**config.mk**
```make
export PLATFORM = sky130hd
export DESIGN_NAME = room_light_ctrl_flat
export DESIGN_NICKNAME = d
export VERILOG_FILES = /design/src/rtl/room_pkg.sv /design/src/rtl/room_light_ctrl_if.sv /design/src/rtl/room_timer.sv /design/src/rtl/room_light_ctrl.sv /design/src/flat_wrapper.sv
export SDC_FILE = /design/constraint.sdc
export NUM_CORES = 1
export LEC_CHECK = 0
export CAP_MARGIN = 20
export CORE_AREA = 4 4 85 87
export DETAILED_ROUTE_END_ITERATION = 10
export DIE_AREA = 0 0 89 91
export GPL_ROUTABILITY_DRIVEN = 0
export GPL_TIMING_DRIVEN = 0
export MAX_ROUTING_LAYER = met4
export PLACE_DENSITY = 0.81
export SLEW_MARGIN = 20
export SYNTH_ARGS = -nofsm -noshare
export SYNTH_HDL_FRONTEND = slang
export SYNTH_SLANG_ARGS = --single-unit
```
**constraint.sdc**
```tcl
create_clock -name clk -period 4.5 [get_ports clk]
set_clock_uncertainty 0.1 [all_clocks]
set_input_delay 0.9 -clock clk [delete_from_list [all_inputs] [get_ports clk]]
set_output_delay 0.9 -clock clk [all_outputs]
set_load 0.01 [all_outputs]
```
**src/rtl/room_pkg.sv**
```systemverilog
// ----------------------------------------------------------------------------
// room_pkg
// Shared constants and helpers for the room lighting controller.
//   cnt_w(n) : bits needed to hold a count of 0..n (popcount width)
//   LT_W     : width of the lit-time energy accumulator
//   LT_MAX   : saturation value of the lit-time accumulator
// No ports (package).
// ----------------------------------------------------------------------------
package room_pkg;

    localparam int LT_W = 32;
    localparam logic [LT_W-1:0] LT_MAX = {LT_W{1'b1}};

    function automatic int cnt_w(input int n);
        return $clog2(n + 1);
    endfunction

endpackage

```
**src/rtl/room_light_ctrl_if.sv**
```systemverilog
// ----------------------------------------------------------------------------
// room_light_ctrl_if
// Bundles the sensor/override inputs and lighting/status outputs of
// room_light_ctrl.
//   rooms, force_on, force_off : per-room inputs (driven by master)
//   lightson, countdown        : per-room light enables and flattened timers
//   occ_count, lit_count       : popcounts of rooms and lightson
//   all_dark                   : one-cycle pulse when the last light goes off
//   lit_time                   : lit room-tick accumulator, only present when
//                                ROOM_ENERGY_CNT_EN is defined
// Modports: master (sensor side / testbench), slave (controller).
// ----------------------------------------------------------------------------
interface room_light_ctrl_if #(
    parameter int N_ROOMS = 8,
    parameter int CW      = 4
);
    import room_pkg::*;

    localparam int C_W = cnt_w(N_ROOMS);

    logic [N_ROOMS-1:0]    rooms;
    logic [N_ROOMS-1:0]    force_on;
    logic [N_ROOMS-1:0]    force_off;
    logic [N_ROOMS-1:0]    lightson;
    logic [N_ROOMS*CW-1:0] countdown;
    logic [C_W-1:0]        occ_count;
    logic [C_W-1:0]        lit_count;
    logic                  all_dark;
`ifdef ROOM_ENERGY_CNT_EN
    logic [LT_W-1:0]       lit_time;
`endif

`ifdef ROOM_ENERGY_CNT_EN
    modport master (
        output rooms, force_on, force_off,
        input  lightson, countdown, occ_count, lit_count, all_dark, lit_time
    );
    modport slave (
        input  rooms, force_on, force_off,
        output lightson, countdown, occ_count, lit_count, all_dark, lit_time
    );
`else
    modport master (
        output rooms, force_on, force_off,
        input  lightson, countdown, occ_count, lit_count, all_dark
    );
    modport slave (
        input  rooms, force_on, force_off,
        output lightson, countdown, occ_count, lit_count, all_dark
    );
`endif

endinterface

```
**src/rtl/room_timer.sv**
```systemverilog
// ----------------------------------------------------------------------------
// room_timer
// One room channel: hold-off countdown with priority update
// (force_off > occupied > tick decrement > hold) and the registered light
// enable for that room.
// Ports:
//   clk, rst       : clock, synchronous active-high reset
//   i_tick         : prescaled countdown tick
//   i_room         : occupancy sensor, 1 = occupied
//   i_force_on     : level, forces light on (timer untouched)
//   i_force_off    : level, clears timer and light
//   o_countdown    : current countdown value
//   o_light        : registered light enable
//   o_light_next   : value o_light takes at the next edge (for top-level
//                    popcount / all-dark detection aligned with o_light)
// ----------------------------------------------------------------------------
module room_timer #(
    parameter int CW   = 4,
    parameter int HOLD = 10
) (
    input  logic          clk,
    input  logic          rst,
    input  logic          i_tick,
    input  logic          i_room,
    input  logic          i_force_on,
    input  logic          i_force_off,
    output logic [CW-1:0] o_countdown,
    output logic          o_light,
    output logic          o_light_next
);

    logic [CW-1:0] r_cd;
    logic [CW-1:0] w_cd_next;
    logic          r_light;
    logic          w_light_next;

    always_comb begin
        w_cd_next = r_cd;
        if (i_force_off) begin
            w_cd_next = '0;
        end else if (i_room) begin
            w_cd_next = CW'(HOLD);
        end else if (i_tick && (r_cd != '0)) begin
            // Guarded by the non-zero test so the timer never wraps.
            w_cd_next = r_cd - 1'b1;
        end
        w_light_next = ~i_force_off & (i_force_on | (w_cd_next != '0));
    end

    always_ff @(posedge clk) begin
        if (rst) begin
            r_cd    <= '0;
            r_light <= 1'b0;
        end else begin
            r_cd    <= w_cd_next;
            r_light <= w_light_next;
        end
    end

    assign o_countdown  = r_cd;
    assign o_light      = r_light;
    assign o_light_next = w_light_next;

endmodule

```
**src/rtl/room_light_ctrl.sv**
```systemverilog
// ----------------------------------------------------------------------------
// room_light_ctrl
// Occupancy-driven lighting controller for N_ROOMS rooms. Holds the tick
// prescaler, one room_timer per room, the occupancy/lit popcounts, the
// all-dark event pulse and (optionally) the lit-time energy accumulator.
// Parameters: N_ROOMS (1..32), CW (countdown bits), HOLD (reload value),
//             TICK_DIV (clk cycles per countdown tick, >= 1).
// Ports:
//   clk, rst : clock, synchronous active-high reset
//   bus      : room_light_ctrl_if.slave (inputs rooms/force_on/force_off,
//              outputs lightson/countdown/occ_count/lit_count/all_dark
//              and lit_time)
// Optional feature macro: ROOM_ENERGY_CNT_EN adds the saturating lit_time
// accumulator (lit room-ticks); without it lit_time does not exist.
// ----------------------------------------------------------------------------
module room_light_ctrl
    import room_pkg::*;
#(
    parameter int N_ROOMS  = 8,
    parameter int CW       = 4,
    parameter int HOLD     = 10,
    parameter int TICK_DIV = 1
) (
    input  logic              clk,
    input  logic              rst,
    room_light_ctrl_if.slave  bus
);

    localparam int C_W = cnt_w(N_ROOMS);
    localparam int PW  = (TICK_DIV > 1) ? $clog2(TICK_DIV) : 1;

    function automatic logic [C_W-1:0] popcnt(input logic [N_ROOMS-1:0] v);
        logic [C_W-1:0] s;
        s = '0;
        for (int k = 0; k < N_ROOMS; k++) begin
            s = s + C_W'(v[k]);
        end
        return s;
    endfunction

    // ---------------- prescaler ----------------
    logic [PW-1:0] r_presc;
    logic          w_tick;

    assign w_tick = (r_presc == PW'(TICK_DIV - 1));

    always_ff @(posedge clk) begin
        if (rst) begin
            r_presc <= '0;
        end else if (w_tick) begin
            r_presc <= '0;
        end else begin
            r_presc <= r_presc + 1'b1;
        end
    end

    // ---------------- per-room channels ----------------
    logic [N_ROOMS-1:0]    w_lightson;
    logic [N_ROOMS-1:0]    w_light_next;
    logic [N_ROOMS*CW-1:0] w_countdown;

    generate
        for (genvar gi = 0; gi < N_ROOMS; gi++) begin : g_room
            room_timer #(
                .CW   (CW),
                .HOLD (HOLD)
            ) u_timer (
                .clk          (clk),
                .rst          (rst),
                .i_tick       (w_tick),
                .i_room       (bus.rooms[gi]),
                .i_force_on   (bus.force_on[gi]),
                .i_force_off  (bus.force_off[gi]),
                .o_countdown  (w_countdown[gi*CW +: CW]),
                .o_light      (w_lightson[gi]),
                .o_light_next (w_light_next[gi])
            );
        end
    endgenerate

    // ---------------- status ----------------
    logic [C_W-1:0] r_occ_count;
    logic [C_W-1:0] r_lit_count;
    logic           r_all_dark;

    always_ff @(posedge clk) begin
        if (rst) begin
            r_occ_count <= '0;
            r_lit_count <= '0;
            r_all_dark  <= 1'b0;
        end else begin
            r_occ_count <= popcnt(bus.rooms);
            // Counted from the next-state vector so it lines up with lightson.
            r_lit_count <= popcnt(w_light_next);
            r_all_dark  <= (|w_lightson) & ~(|w_light_next);
        end
    end

    assign bus.lightson  = w_lightson;
    assign bus.countdown = w_countdown;
    assign bus.occ_count = r_occ_count;
    assign bus.lit_count = r_lit_count;
    assign bus.all_dark  = r_all_dark;

`ifdef ROOM_ENERGY_CNT_EN
    // ---------------- energy accumulator ----------------
    logic [LT_W-1:0] r_lit_time;
    logic [LT_W:0]   w_lit_sum;

    // One extra bit catches the carry out for saturation.
    assign w_lit_sum = {1'b0, r_lit_time} + (LT_W + 1)'(popcnt(w_lightson));

    always_ff @(posedge clk) begin
        if (rst) begin
            r_lit_time <= '0;
        end else if (w_tick) begin
            r_lit_time <= w_lit_sum[LT_W] ? LT_MAX : w_lit_sum[LT_W-1:0];
        end
    end

    assign bus.lit_time = r_lit_time;
`endif

endmodule

```
**src/flat_wrapper.sv**
```systemverilog
// flat-port wrapper written by rule: the top's interface ports become plain ports
module room_light_ctrl_flat import room_pkg::*;
#(
    parameter int N_ROOMS  = 8,
    parameter int CW       = 4,
    parameter int HOLD     = 10,
    parameter int TICK_DIV = 1
)
  (clk, rst, bus_rooms, bus_force_on, bus_force_off, bus_lightson, bus_countdown, bus_occ_count, bus_lit_count, bus_all_dark);
  room_light_ctrl_if #(.N_ROOMS(N_ROOMS), .CW(CW)) bus_i ();
  input  logic clk;
  input  logic rst;
  input wire logic [$bits(bus_i.rooms)-1:0] bus_rooms;
  input wire logic [$bits(bus_i.force_on)-1:0] bus_force_on;
  input wire logic [$bits(bus_i.force_off)-1:0] bus_force_off;
  output wire logic [$bits(bus_i.lightson)-1:0] bus_lightson;
  output wire logic [$bits(bus_i.countdown)-1:0] bus_countdown;
  output wire logic [$bits(bus_i.occ_count)-1:0] bus_occ_count;
  output wire logic [$bits(bus_i.lit_count)-1:0] bus_lit_count;
  output wire logic [$bits(bus_i.all_dark)-1:0] bus_all_dark;
  assign bus_i.rooms = bus_rooms;
  assign bus_i.force_on = bus_force_on;
  assign bus_i.force_off = bus_force_off;
  assign bus_lightson = bus_i.lightson;
  assign bus_countdown = bus_i.countdown;
  assign bus_occ_count = bus_i.occ_count;
  assign bus_lit_count = bus_i.lit_count;
  assign bus_all_dark = bus_i.all_dark;
  room_light_ctrl #(.N_ROOMS(N_ROOMS), .CW(CW), .HOLD(HOLD), .TICK_DIV(TICK_DIV)) u_core (.clk(clk), .rst(rst), .bus(bus_i));
endmodule
```
* Yosys cells after proc, flatten, opt, wreduce, memory -nomap -nowiden
Cells that the tools add are included.
Operators by class: add/sub/neg operators 23, muxes and demuxes 24, bitwise gates (word level) 27, reduce and logical (&&, ||, !) cells 27
Operators with widths (number):
- $mux W4 | 24
- $reduce_bool A4 Y1 | 16
- $add A4 B1 Y4 | 12
- $sub A4 B1 Y4 const B | 8
- $reduce_or A8 Y1 | 2
- $not A1 Y1 | 10
- $and A1 B1 Y1 | 9
- $logic_and A1 B1 Y1 | 8
- $or A1 B1 Y1 | 8
- $add A1 B1 Y2 | 2
- $reduce_or A2 Y1 | 1
- $add A1 B1 Y1 const B | 1
Storage, ports and cells: bits in registers 50, input port bits 26, output and inout port bits 49, logic and storage cells 121

* Longest topological paths before layout
Gate-level depths: netlist of run 1.
depth after elaboration 15, gate-level depth with buffers 19, mapped depth without buffers 19

* By module
Synthesis of run 1 repeated with hierarchy kept, for this count alone.
Unflattened totals: cells, all modules 302, area total of the unflattened synthesis 2950.3 um^2
Modules (own cells, without submodules):
- room_timer | instances 8, cells an instance 29, area an instance 285.3 um^2, seq. area each 100.1 um^2
- room_light_ctrl | instances 1, cells an instance 70, area an instance 668.1 um^2, seq. area each 200.2 um^2

* Worst setup path after synthesis of run 1
Ideal clock, no wire load.
kind reg-to-reg, start reg u_core.g_room[0].u_timer.r_cd[0], end reg u_core.r_lit_count[1], in the netlist u_core.bus.lit_count[1], library setup time 127 ps, data arrival time 4110 ps, required time 4273 ps, slack 162 ps, cell stages (with the launch flop) 19, buffers on the path 0, clock period less this slack 4338 ps, cell sequence dfxtp_1 inv_1 ha_1 inv_1 or4_1 a211o_1 nand2_1 nor4b_1 or2_1 ha_1 inv_1 fa_1 inv_1 fa_1 inv_1 fa_1 inv_1 fa_1 nor2b_1
Between the ends: word-level cells in the longest chain between the ends 15, elaborated cells on any way between the ends 16, classes of those cells add/sub: 8; mux: 3; bitwise: 2; reduce/logical: 3
RTL lines:
- from (decl) | RTL line room_timer.sv:32 | logic [CW-1:0] r_cd;
- from (signal assigned) | RTL line room_timer.sv:55 | r_cd <= w_cd_next;
- branches (longest 2 deep; another with $sub A4 B1 Y4)
- $mux W4 (*) | RTL line room_timer.sv:43 | end else if (i_tick && (r_cd != '0)) begin
- $mux W4 (*) | RTL line room_timer.sv:41 | end else if (i_room) begin
- $mux W4 (*) | RTL line room_timer.sv:39 | if (i_force_off) begin
- $reduce_bool A4 Y1 (*) | RTL line room_timer.sv:47 | w_light_next = ~i_force_off & (i_force_on | (w_cd_next != '0));
- $or A1 B1 Y1 (*) | RTL line room_timer.sv:47
- $and A1 B1 Y1 (*) | RTL line room_timer.sv:47
- $add A1 B1 Y2 (*) | RTL line room_light_ctrl.sv:36 | s = s + C_W'(v[k]);
- $add A4 B1 Y4 (*) (6 in series) | RTL line room_light_ctrl.sv:36
- to (signal assigned) | RTL line room_light_ctrl.sv:94 | r_lit_count <= popcnt(w_light_next);
- to (decl) | RTL line room_light_ctrl.sv:83 | logic [C_W-1:0] r_lit_count;
Every way passes the cells marked *. A chain may end at the register's enable or synchronous reset.

* Final worst setup path of run 1
start in bus_rooms[0], end reg u_core.r_lit_count[1], in the netlist u_core.bus.lit_count[1]
Between the ends: word-level cells in the longest chain between the ends 12
RTL lines:
- from (decl) | RTL line flat_wrapper.sv:13 | input wire logic [$bits(bus_i.rooms)-1:0] bus_rooms;
- $mux W4 | RTL line room_timer.sv:41
- $mux W4 | RTL line room_timer.sv:39
- $reduce_bool A4 Y1 | RTL line room_timer.sv:47
- $or A1 B1 Y1 | RTL line room_timer.sv:47
- $and A1 B1 Y1 | RTL line room_timer.sv:47
- $add A1 B1 Y2 | RTL line room_light_ctrl.sv:36
- $add A4 B1 Y4 (6 in series) | RTL line room_light_ctrl.sv:36
No other way between the ends.

==> metrics.yaml, run 1 <==
slew_viol_final: 0
crit_type: "in2reg"
post_drt_wl_per_cell_um: 15.8
synth_top_area_frac: 0.361
p_int_uw: 766
p_sw_uw: 326
post-route-drc-count: 0
sw_frac_of_total: 0.299
tightest_slew_ps: 625
grt_use_total: 0.193
synth.distinct_cells: 47
crit_path_max_incr_delay_ps: 510
overflow: 0
dieArea_um2: 8100
multi_input_area_um2: 1580
synth.top_cells.by_count: "dfxtp_1, inv_1, nor2_1"
cts_max_path_buffers: 2
power_mw: 1.09
cp_top_family: "adder cells"
p_comb_frac: 0.296
synth_edf_count: 0
cts_tree: "built"
crit_path_cell_trace: "clkdlybuf4s50_1 -> a211o_1 -> nand2_2 -> nor4b_4 -> or2_1 -> ha_1 -> inv_1 -> fa_1 -> inv_1 -> fa_1 -> inv_2 -> fa_2 -> inv_2 -> fa_1 -> nor2b_4"
dpl_cell_area_um2: 3590
hold_viol_final: 0
slew_headroom: 0.583
fin_cells: 472
syn-cell-area_um2: 2770
period_share: 0.962
hp-class: "reg2reg"
dp.cells: 463
p_seq_frac: 0.452
synthCells: 314
cts.root.buffer_cell: "clkbuf_8"
final_antenna_net_count: 0
final_util: 0.592
dieHeight_um: 91
cp-start-kind: "input port"
worstPathMaxFanout: 5
ys_async_sr_fraction: 0
finalCriticalPeriod_ps: 4330
cts_buffers: 5
syn_to_final_growth_pct: 35.6
fmax_mhz: 231
final_nets: 443
ys_seq_area_frac: 0.361
yosys.area.top_type: "dfxtp_1"
clock-sinks: 50
layout_setup_ws_ps: 173
io_buffers: 72
synth_nets: 363
synth.most_common_cell: "dfxtp_1"
row_count: 29
first_global_vias: 2625
coreArea_um2: 6350
n_antenna_cell: 0
hpwl_um: 5710
nFillCells: 551
hold_buffers: 0
vdd_drop_max_mv: 0.206
ys.flop_type: "dfxtp_1"
setup_violations: 0
post-place-ws_ps: -577
htree_levels: 2
ioPinCount: 75
maxCapViolations: 0
finalWirelength_um: 7470
seq_area_um2: 1010
grt_pass1_wl_um: 12200
cp.arrival_ps: 4410
die_w_um: 89
path_buf_inv: 5
cp_common_cell: "fa_1"
syn-mean-instance-area_um2: 8.82
firstDrtPassIters: 4
outcome: "finished, final reports clean"
timing.setup.tns_ps: 0
synthTopCellsByArea: "dfxtp_1, ha_1, fa_1"
clock_latency_ps: 300
vias: 2594
start_util: 0.436
end_kind: "flip-flop"
worst_ep_required_time_ps: 4580
timing.hold.ws_ps: 493
first_iter_violations: 129
ys_ff_latch: 50
crit_slowest_cell: "clkdlybuf4s50_1"
viasPerCell: 5.50
clk_pin_slew_ps: 90
yosysWarningCount: 0
final_cell_area_um2: 3760
layout-drive-gt1-share: 0.0987
p_per_area_nw_per_um2: 291
grt_antenna_before_repair: 0
clkPwrFrac: 0.252
grt_max_degree: 16
p_leak_nw: 1.47
==> power groups by stage <==
stage / Combinational [mW] / Clock, mW / Sequential [mW]
after floorplan: 0.163 / 0 / 0.511
final: 0.323 / 0.275 / 0.494
after CTS: 0.312 / 0.277 / 0.493
after detailed placement: 0.304 / 0 / 0.502
after global routing: 0.361 / 0.296 / 0.497
after global placement: 0.294 / 0 / 0.503
==> metal layers <==
layer | up-vias | wire length, um | GRT usage
met4 | 0 | 146 | 0.0645
met3 | 12 | 404 | 0.0271
met1 | 1227 | 3180 | 0.238
li1 | 1263 | - | -
met5 | - | 0 | -
met2 | 92 | 3740 | 0.321
==> layout by cell type, fill, tap and decap left out, types with 2 or more instances in the layout <==
| cell | instances |
|---|---|
| clkdlybuf4s50_1 | 72 |
| dfxtp_1 | 47 |
| inv_1 | 35 |
| nor2_1 | 32 |
| nor3_1 | 28 |
| a21oi_1 | 16 |
| ha_1 | 14 |
| nor4_1 | 13 |
| a211oi_1 | 12 |
| buf_4 | 10 |
| xnor2_1 | 9 |
| clkbuf_1 | 7 |
| nand2b_1 | 7 |
| fa_1 | 7 |
| nor2b_1 | 6 |
| clkbuf_8 | 6 |
| nor4bb_1 | 5 |
| or4_1 | 4 |
| o21ai_0 | 4 |
| inv_2 | 4 |
| a41o_1 | 3 |
| mux2i_1 | 3 |
| or3_1 | 3 |
| a211o_1 | 3 |
| and4_1 | 3 |
| nor3b_1 | 3 |
| a21o_1 | 2 |
| xor2_1 | 2 |
| mux2_2 | 2 |
| dfxtp_2 | 2 |
==> sequential cells by signal, summed over array words and instances (netlist names) <==
register and cells:
u_core.bus.lit_count 4, u_core.bus.all_dark 1, u_core.r_presc 1, u_core.g_room.u_timer.o_countdown 32
u_core.bus.occ_count 4, u_core.g_room.u_timer.o_light 8
==> cell type report <==
cell class                 count  share of cell area
clock inverter                 2             0.00333
sequential                    50               0.268
buffer                        18              0.0280
clock buffer                   6              0.0220
timing repair buffer          73               0.194
inverter                      39              0.0390
tap                           77              0.0256
multi-input combinational    207               0.420
==> logic make-up after synthesis <==
| logic type | share of synthesized area |
|---|---|
| simple gates | 0.243 |
| buf+inv | 0.0881 |
| compound gates | 0.126 |
| fa+ha+maj | 0.126 |
| xor+xnor | 0.0348 |
| other cells | 0.00135 |
| flops | 0.361 |
| mux | 0.0190 |
==> tightest hold or removal path, delay by kind of cell (launching register included) <==
| family | cells | cell delay [ps] |
|---|---|---|
| flops | 1 | 380 |
| simple gates | 1 | 50 |
| xor+xnor | 1 | 130 |
==> final timing paths <==
| path | start | to | slack, ps | cells past startpoint |
|---|---|---|---|---|
| max reg2reg | u_core.g_room[0].u_timer.o_countdown[0]$_SDFF_PP0_ | u_core.bus.lit_count[1]$_SDFF_PP0_ | 190 | 18 |
| min | u_core.g_room[0].u_timer.o_countdown[0]$_SDFF_PP0_ | u_core.g_room[0].u_timer.o_countdown[0]$_SDFF_PP0_ | 490 | 2 |
| max | bus_rooms[0] | u_core.bus.lit_count[1]$_SDFF_PP0_ | 170 | 15 |
| min reg2reg | u_core.g_room[0].u_timer.o_countdown[0]$_SDFF_PP0_ | u_core.g_room[0].u_timer.o_countdown[0]$_SDFF_PP0_ | 490 | 2 |
==> what timing repair did <==
action / 4_1_cts / 5_1_grt
endpoints found under the setup margin: 4 / 2
pin swaps: 1 / 9
buffers inserted: 0 / 1
resized for setup: 13 / 11
hold endpoints to repair: 0 / 0
Note: power is estimated with default switching activity, not from simulation.
==> inputs of run 2 (changes only) <==
--- a/config.mk
+++ b/config.mk
@@ -11,7 +11,6 @@
 export DIE_AREA = 0 0 89 91
 export GPL_ROUTABILITY_DRIVEN = 0
 export GPL_TIMING_DRIVEN = 0
-export MAX_ROUTING_LAYER = met4
 export PLACE_DENSITY = 0.81
 export SLEW_MARGIN = 20
 export SYNTH_ARGS = -nofsm -noshare
==> metrics.yaml, run 2 (synthesis gave the netlist of run 1 again) <==
grt_busiest_layer: "met2"
grt_max_degree: 16  # unchanged
coreArea_um2: 6350  # unchanged
largest_reg_flops: 32  # unchanged
layout-drive-gt1-share: 0.0987  # unchanged
crit_type: "in2reg"
row_count: 29  # unchanged
firstDrtPassIters: 4  # unchanged
worstPathMaxFanout: 5  # unchanged
cp_common_cell: "fa_1"
hold_viol_final: 0  # unchanged
grt_pass1_wl_um: 12200  # about the same
final_cell_mix: "clkdlybuf4s50_1, dfxtp_1, inv_1, nor2_1, nor3_1"
p_sw_uw: 326  # -0.15%
outcome: "finished, final reports clean"
sw_frac_of_total: 0.298  # -0.000303
ioPinCount: 75  # unchanged
dp.cells: 463  # unchanged
crit_path_max_incr_delay_ps: 510  # about the same
final_nets: 443  # unchanged
cts.root.buffer_cell: "clkbuf_8"
io_buffers: 72  # unchanged
power_mw: 1.09  # about the same
tightest_slew_ps: 646  # +21.2 ps
path_buf_inv: 5  # unchanged
p_int_uw: 766  # about the same
die_w_um: 89  # unchanged
cts_max_path_buffers: 2  # unchanged
post_drt_wl_per_cell_um: 15.9  # +0.21%
maxCapViolations: 0  # unchanged
dieHeight_um: 91  # unchanged
setup_violations: 0  # unchanged
r2r_slack_ps: 200  # about the same
overflow: 0  # unchanged
p_seq_frac: 0.452  # about the same
worst_ep_required_time_ps: 4580  # about the same
start_util: 0.436  # unchanged
clock_latency_ps: 300  # about the same
crit_slowest_cell: "clkdlybuf4s50_1"
cp-start-kind: "input port"
cts_tree: "built"
dieArea_um2: 8100  # unchanged
p_leak_nw: 1.47  # unchanged
final_common_cell: "clkdlybuf4s50_1"
hold_buffers: 0  # unchanged
first_iter_violations: 128  # -0.78%
p_per_area_nw_per_um2: 290  # about the same
viasPerCell: 5.53  # +0.62%
grt_antenna_before_repair: 0  # unchanged
fmax_mhz: 231  # about the same
cp.arrival_ps: 4410  # about the same
clock-sinks: 50  # unchanged
fin_cells: 472  # unchanged
vias: 2610  # +0.62%
n_antenna_cell: 0  # unchanged
grt_use_total: 0.188  # -0.00545
finalWirelength_um: 7490  # +0.21%
period_share: 0.962  # about the same
final_antenna_net_count: 0  # unchanged
grt_use_met2: 0.321  # unchanged
nFillCells: 551  # unchanged
htree_levels: 2  # unchanged
hpwl_um: 5710  # unchanged
met3_usage: 0.0290  # +0.00181
vdd_drop_max_mv: 0.206  # -0.27%
slew_headroom: 0.569  # -0.0141
hp-class: "reg2reg"
syn_to_final_growth_pct: 35.6  # unchanged
finalCriticalPeriod_ps: 4330  # +0.527 ps
clk_pin_slew_ps: 90  # about the same
slew_viol_final: 0  # unchanged
grtUsageMet1: 0.237  # -0.00113
post-route-drc-count: 0  # unchanged
cts_buffers: 5  # unchanged
crit_path_cell_trace: "clkdlybuf4s50_1 -> a211o_1 -> nand2_2 -> nor4b_4 -> or2_1 -> ha_1 -> inv_1 -> fa_1 -> inv_1 -> fa_1 -> inv_2 -> fa_2 -> inv_2 -> fa_1 -> nor2b_4"
p_comb_frac: 0.296  # about the same
cp_top_family: "adder cells"
clkPwrFrac: 0.252  # about the same
first_global_vias: 2623  # -0.076%
end_kind: "flip-flop"
-- run 2: cell counts in the layout (fill, tap and decap cells not counted) --
Identical to the previous run, type by type.
-- run 2: final timing paths --
check,startpoint,to,depth (start not counted)
min,u_core.g_room[0].u_timer.o_countdown[0]$_SDFF_PP0_,u_core.g_room[0].u_timer.o_countdown[0]$_SDFF_PP0_,2
max reg2reg,u_core.r_presc$_SDFF_PP0_,u_core.bus.lit_count[1]$_SDFF_PP0_,16
max,bus_rooms[0],u_core.bus.lit_count[1]$_SDFF_PP0_,15
min reg2reg,u_core.g_room[0].u_timer.o_countdown[0]$_SDFF_PP0_,u_core.g_room[0].u_timer.o_countdown[0]$_SDFF_PP0_,2
-- run 2: per-layer routing --
| layer | vias up | routed length, um |
|---|---|---|
| met2 | 89 | 3750 |
| met5 | - | 0 |
| met3 | 13 | 416 |
| met1 | 1247 | 3190 |
| li1 | 1261 | - |
| met4 | 0 | 132 |
-- run 2: worst register-to-register path, cell delays in order, from the launching register on --
cell,delay (ps)
dfxtp_2,370
buf_4,190
or4_1,500
a211o_1,330
nand2_2,80
nor4b_4,50
or2_1,230
ha_1,280
inv_1,50
fa_1,500
inv_1,50
fa_1,490
inv_2,40
fa_2,320
inv_2,80
fa_1,390
nor2b_4,140
-- run 2: final cells by class --
class / instances / area [um^2] / share of cell area
timing repair buffer: 73 / 728 / 0.194
sequential: 50 / 1010 / 0.268
buffer: 18 / 105 / 0.0280
inverter: 39 / 146 / 0.0390
multi-input combinational: 207 / 1580 / 0.420
tap: 77 / 96.3 / 0.0256
clock inverter: 2 / 12.5 / 0.00333
clock buffer: 6 / 82.6 / 0.0220
-- run 2: timing repair --
action                     in CTS  in global routing
setup endpoints to repair       4                  2
setup buffers                   0                  1
resized for setup              13                 11
pin swaps                       1                  9
hold endpoints to repair        0                  0
gates cloned                    0                  0
-- run 2: per-stage QoR --
| step | setup TNS (ps) | util | instance area [um^2] | setup WS (ps) | hold WS (ps) |
|---|---|---|---|---|---|
| after global placement | -1160 | 0.565 | 3590 | -548 | 505 |
| final | 0 | 0.592 | 3760 | 173 | 493 |
| after global routing | -2.48 | 0.592 | 3760 | -2.48 | 514 |
| after floorplan | 0 | - | 2770 | 162 | 506 |
| after detailed placement | -1230 | 0.565 | 3590 | -577 | 503 |
| after CTS | 0 | 0.586 | 3720 | 4.20 | 490 |
-- run 2: power by group through the flow --
stage | combinational (mW) | clock (mW) | sequential (mW)
3_5_place_dp | 0.304 | 0 | 0.502
2_1_floorplan | 0.163 | 0 | 0.511
5_1_grt | 0.361 | 0.296 | 0.497
6_report | 0.323 | 0.275 | 0.494
4_1_cts | 0.312 | 0.277 | 0.493
3_3_place_gp | 0.294 | 0 | 0.503
==> inputs of run 3 (changes only) <==
--- a/config.mk
+++ b/config.mk
@@ -6,12 +6,14 @@
 export NUM_CORES = 1
 export LEC_CHECK = 0
 export CAP_MARGIN = 20
-export CORE_AREA = 4 4 85 87
+export CELL_PAD_IN_SITES_DETAIL_PLACEMENT = 1
+export CELL_PAD_IN_SITES_GLOBAL_PLACEMENT = 2
+export CORE_AREA = 4 4 109 111
 export DETAILED_ROUTE_END_ITERATION = 10
-export DIE_AREA = 0 0 89 91
+export DIE_AREA = 0 0 113 115
 export GPL_ROUTABILITY_DRIVEN = 0
 export GPL_TIMING_DRIVEN = 0
-export PLACE_DENSITY = 0.81
+export PLACE_DENSITY = 0.82
 export SLEW_MARGIN = 20
 export SYNTH_ARGS = -nofsm -noshare
 export SYNTH_HDL_FRONTEND = slang
==> metrics.yaml, run 3 (synthesis gave the netlist of run 1 again) <==
hold_buffers: 0  # unchanged
post_drt_wl_per_cell_um: 15.9  # +0.35%
worst_ep_required_time_ps: 4580  # about the same
slew_headroom: 0.586  # +0.0165
cp_common_cell: "inv_2"
layout_setup_ws_ps: 94.6  # -78.0 ps
cts_buffers: 5  # unchanged
n_antenna_cell: 0  # unchanged
final_cell_mix: "clkdlybuf4s50_1, dfxtp_1, inv_1, nor2_1, nor3_1"
coreArea_um2: 10800  # +70%
dieArea_um2: 13000  # +60%
row_count: 38  # +31%
io_buffers: 72  # unchanged
vias: 2549  # -2.3%
outcome: "finished, final reports clean"
worstPathMaxFanout: 3  # -2
vdd_drop_max_mv: 0.150  # -27%
cts_tree: "built"
dieHeight_um: 115  # +26%
p_per_area_nw_per_um2: 312  # +7.3%
grt_antenna_before_repair: 0  # unchanged
first_iter_violations: 75  # -41%
hp-class: "reg2reg"
cp.arrival_ps: 4480  # +70 ps
grt_max_degree: 16  # unchanged
crit_type: "reg2reg"
post-route-drc-count: 0  # unchanged
die_w_um: 113  # +27%
first_global_vias: 2644  # +0.80%
dpl_cell_area_um2: 3670  # +2.2%
tightest_slew_ps: 622  # -24.7 ps
layout-drive-gt1-share: 0.116  # +0.0168
htree_levels: 2  # unchanged
maxCapViolations: 0  # unchanged
finalWirelength_um: 8560  # +14%
grt_use_total: 0.132  # -0.0560
clock-sinks: 50  # unchanged
crit_path_cell_trace: "inv_2 -> ha_4 -> inv_1 -> or4_4 -> a211o_1 -> nand2_2 -> nor4b_4 -> or2_1 -> ha_1 -> inv_1 -> fa_1 -> inv_2 -> fa_1 -> inv_2 -> fa_2 -> inv_2 -> fa_1 -> nor2b_1"
cp-start-kind: "flip-flop"
end_kind: "flip-flop"
firstDrtPassIters: 4  # unchanged
period_share: 0.979  # +0.0173
hold_viol_final: 0  # unchanged
final_antenna_net_count: 0  # unchanged
final_nets: 446  # +0.68%
largest_reg_flops: 32  # unchanged
p_leak_nw: 1.51  # +2.6%
slew_viol_final: 0  # unchanged
clk_pin_slew_ps: 90  # about the same
crit_path_max_incr_delay_ps: 520  # about the same
start_util: 0.257  # -0.180
cp_top_family: "adder cells"
cts_max_path_buffers: 2  # unchanged
cts.root.buffer_cell: "clkbuf_8"
path_buf_inv: 6  # +1
setup_violations: 0  # unchanged
overflow: 0  # unchanged
fmax_mhz: 227  # -1.8%
ioPinCount: 75  # unchanged
syn_to_final_growth_pct: 41.5
final_cell_area_um2: 3920  # +4.3%
post-place-ws_ps: -815  # -238 ps
final_common_cell: "clkdlybuf4s50_1"
clock_latency_ps: 300  # about the same
finalCriticalPeriod_ps: 4410  # +78.0 ps
grt_pass1_wl_um: 13700  # +12%
crit_slowest_cell: "fa_1"
viasPerCell: 4.74  # -14%
hpwl_um: 6760  # +18%
==> run 3: changes by cell type in the layout (fill, tap and decap cells not counted), sizes merged <==
cell	before	now
clkbuf	14	13
clkinvlp	1	0
buf	11	15
bufinv	0	2
clkinv	1	0
==> run 3: what timing repair did <==
action,CTS,global route
pin swaps,2,10
gates resized for setup,18,11
endpoints found under the setup margin,4,2
hold endpoints to repair,0,0
buffers inserted,0,5
==> run 3: report_power, final <==
part | total (mW) | switching, mW | internal, mW | leakage [nW]
clock | 0.395 | 0.158 | 0.237 | 0.0714
combinational | 0.329 | 0.161 | 0.168 | 1.03
sequential | 0.496 | 0.0235 | 0.473 | 0.412
total | 1.22 | 0.343 | 0.878 | 1.51
==> run 3: path summary, 6_finish.rpt <==
kind / startpoint / endpoint / slack (ps) / cells past startpoint
max: u_core.g_room[0].u_timer.o_countdown[1]$_SDFF_PP0_ / u_core.bus.lit_count[1]$_SDFF_PP0_ / 90 / 18
min: u_core.g_room[3].u_timer.o_countdown[0]$_SDFF_PP0_ / u_core.g_room[3].u_timer.o_countdown[0]$_SDFF_PP0_ / 520 / 2
max reg2reg: u_core.g_room[0].u_timer.o_countdown[1]$_SDFF_PP0_ / u_core.bus.lit_count[1]$_SDFF_PP0_ / 90 / 18
min reg2reg: u_core.g_room[3].u_timer.o_countdown[0]$_SDFF_PP0_ / u_core.g_room[3].u_timer.o_countdown[0]$_SDFF_PP0_ / 520 / 2
==> run 3: stage by stage <==
step	TNS (ps)	cells	utilization	total power, mW	hold WS (ps)
after global routing	-6.44	538	0.363	1.29	570
final	0	538	0.363	1.22	519
after detailed placement	-2270	526	0.340	0.820	517
after global placement	-1850	526	0.340	0.809	514
after CTS	0	534	0.359	1.23	501
after floorplan	0	314	-	0.675	506
==> run 3: layout make-up <==
| type | instances | area, um^2 |
|---|---|---|
| timing repair buffer | 77 | 758 |
| buffer | 17 | 98.8 |
| tap | 140 | 175 |
| clock buffer | 6 | 82.6 |
| multi-input combinational | 207 | 1590 |
| inverter | 39 | 149 |
| sequential | 50 | 1010 |
| fill | 1253 | 6870 |
| clock inverter | 2 | 60.1 |
==> run 3: worst min-delay path: stages (launching register included) <==
cell and delay [ps]:
dfxtp_1 380, xnor2_1 170, nor4_1 40
==> run 3: per-layer routing <==
layer	vias to the layer above	routed length [um]	global-route usage
met4	0	116	0.0345
li1	1267	-	-
met2	63	4010	0.221
met3	10	470	0.0358
met5	-	0	0
met1	1209	3970	0.168
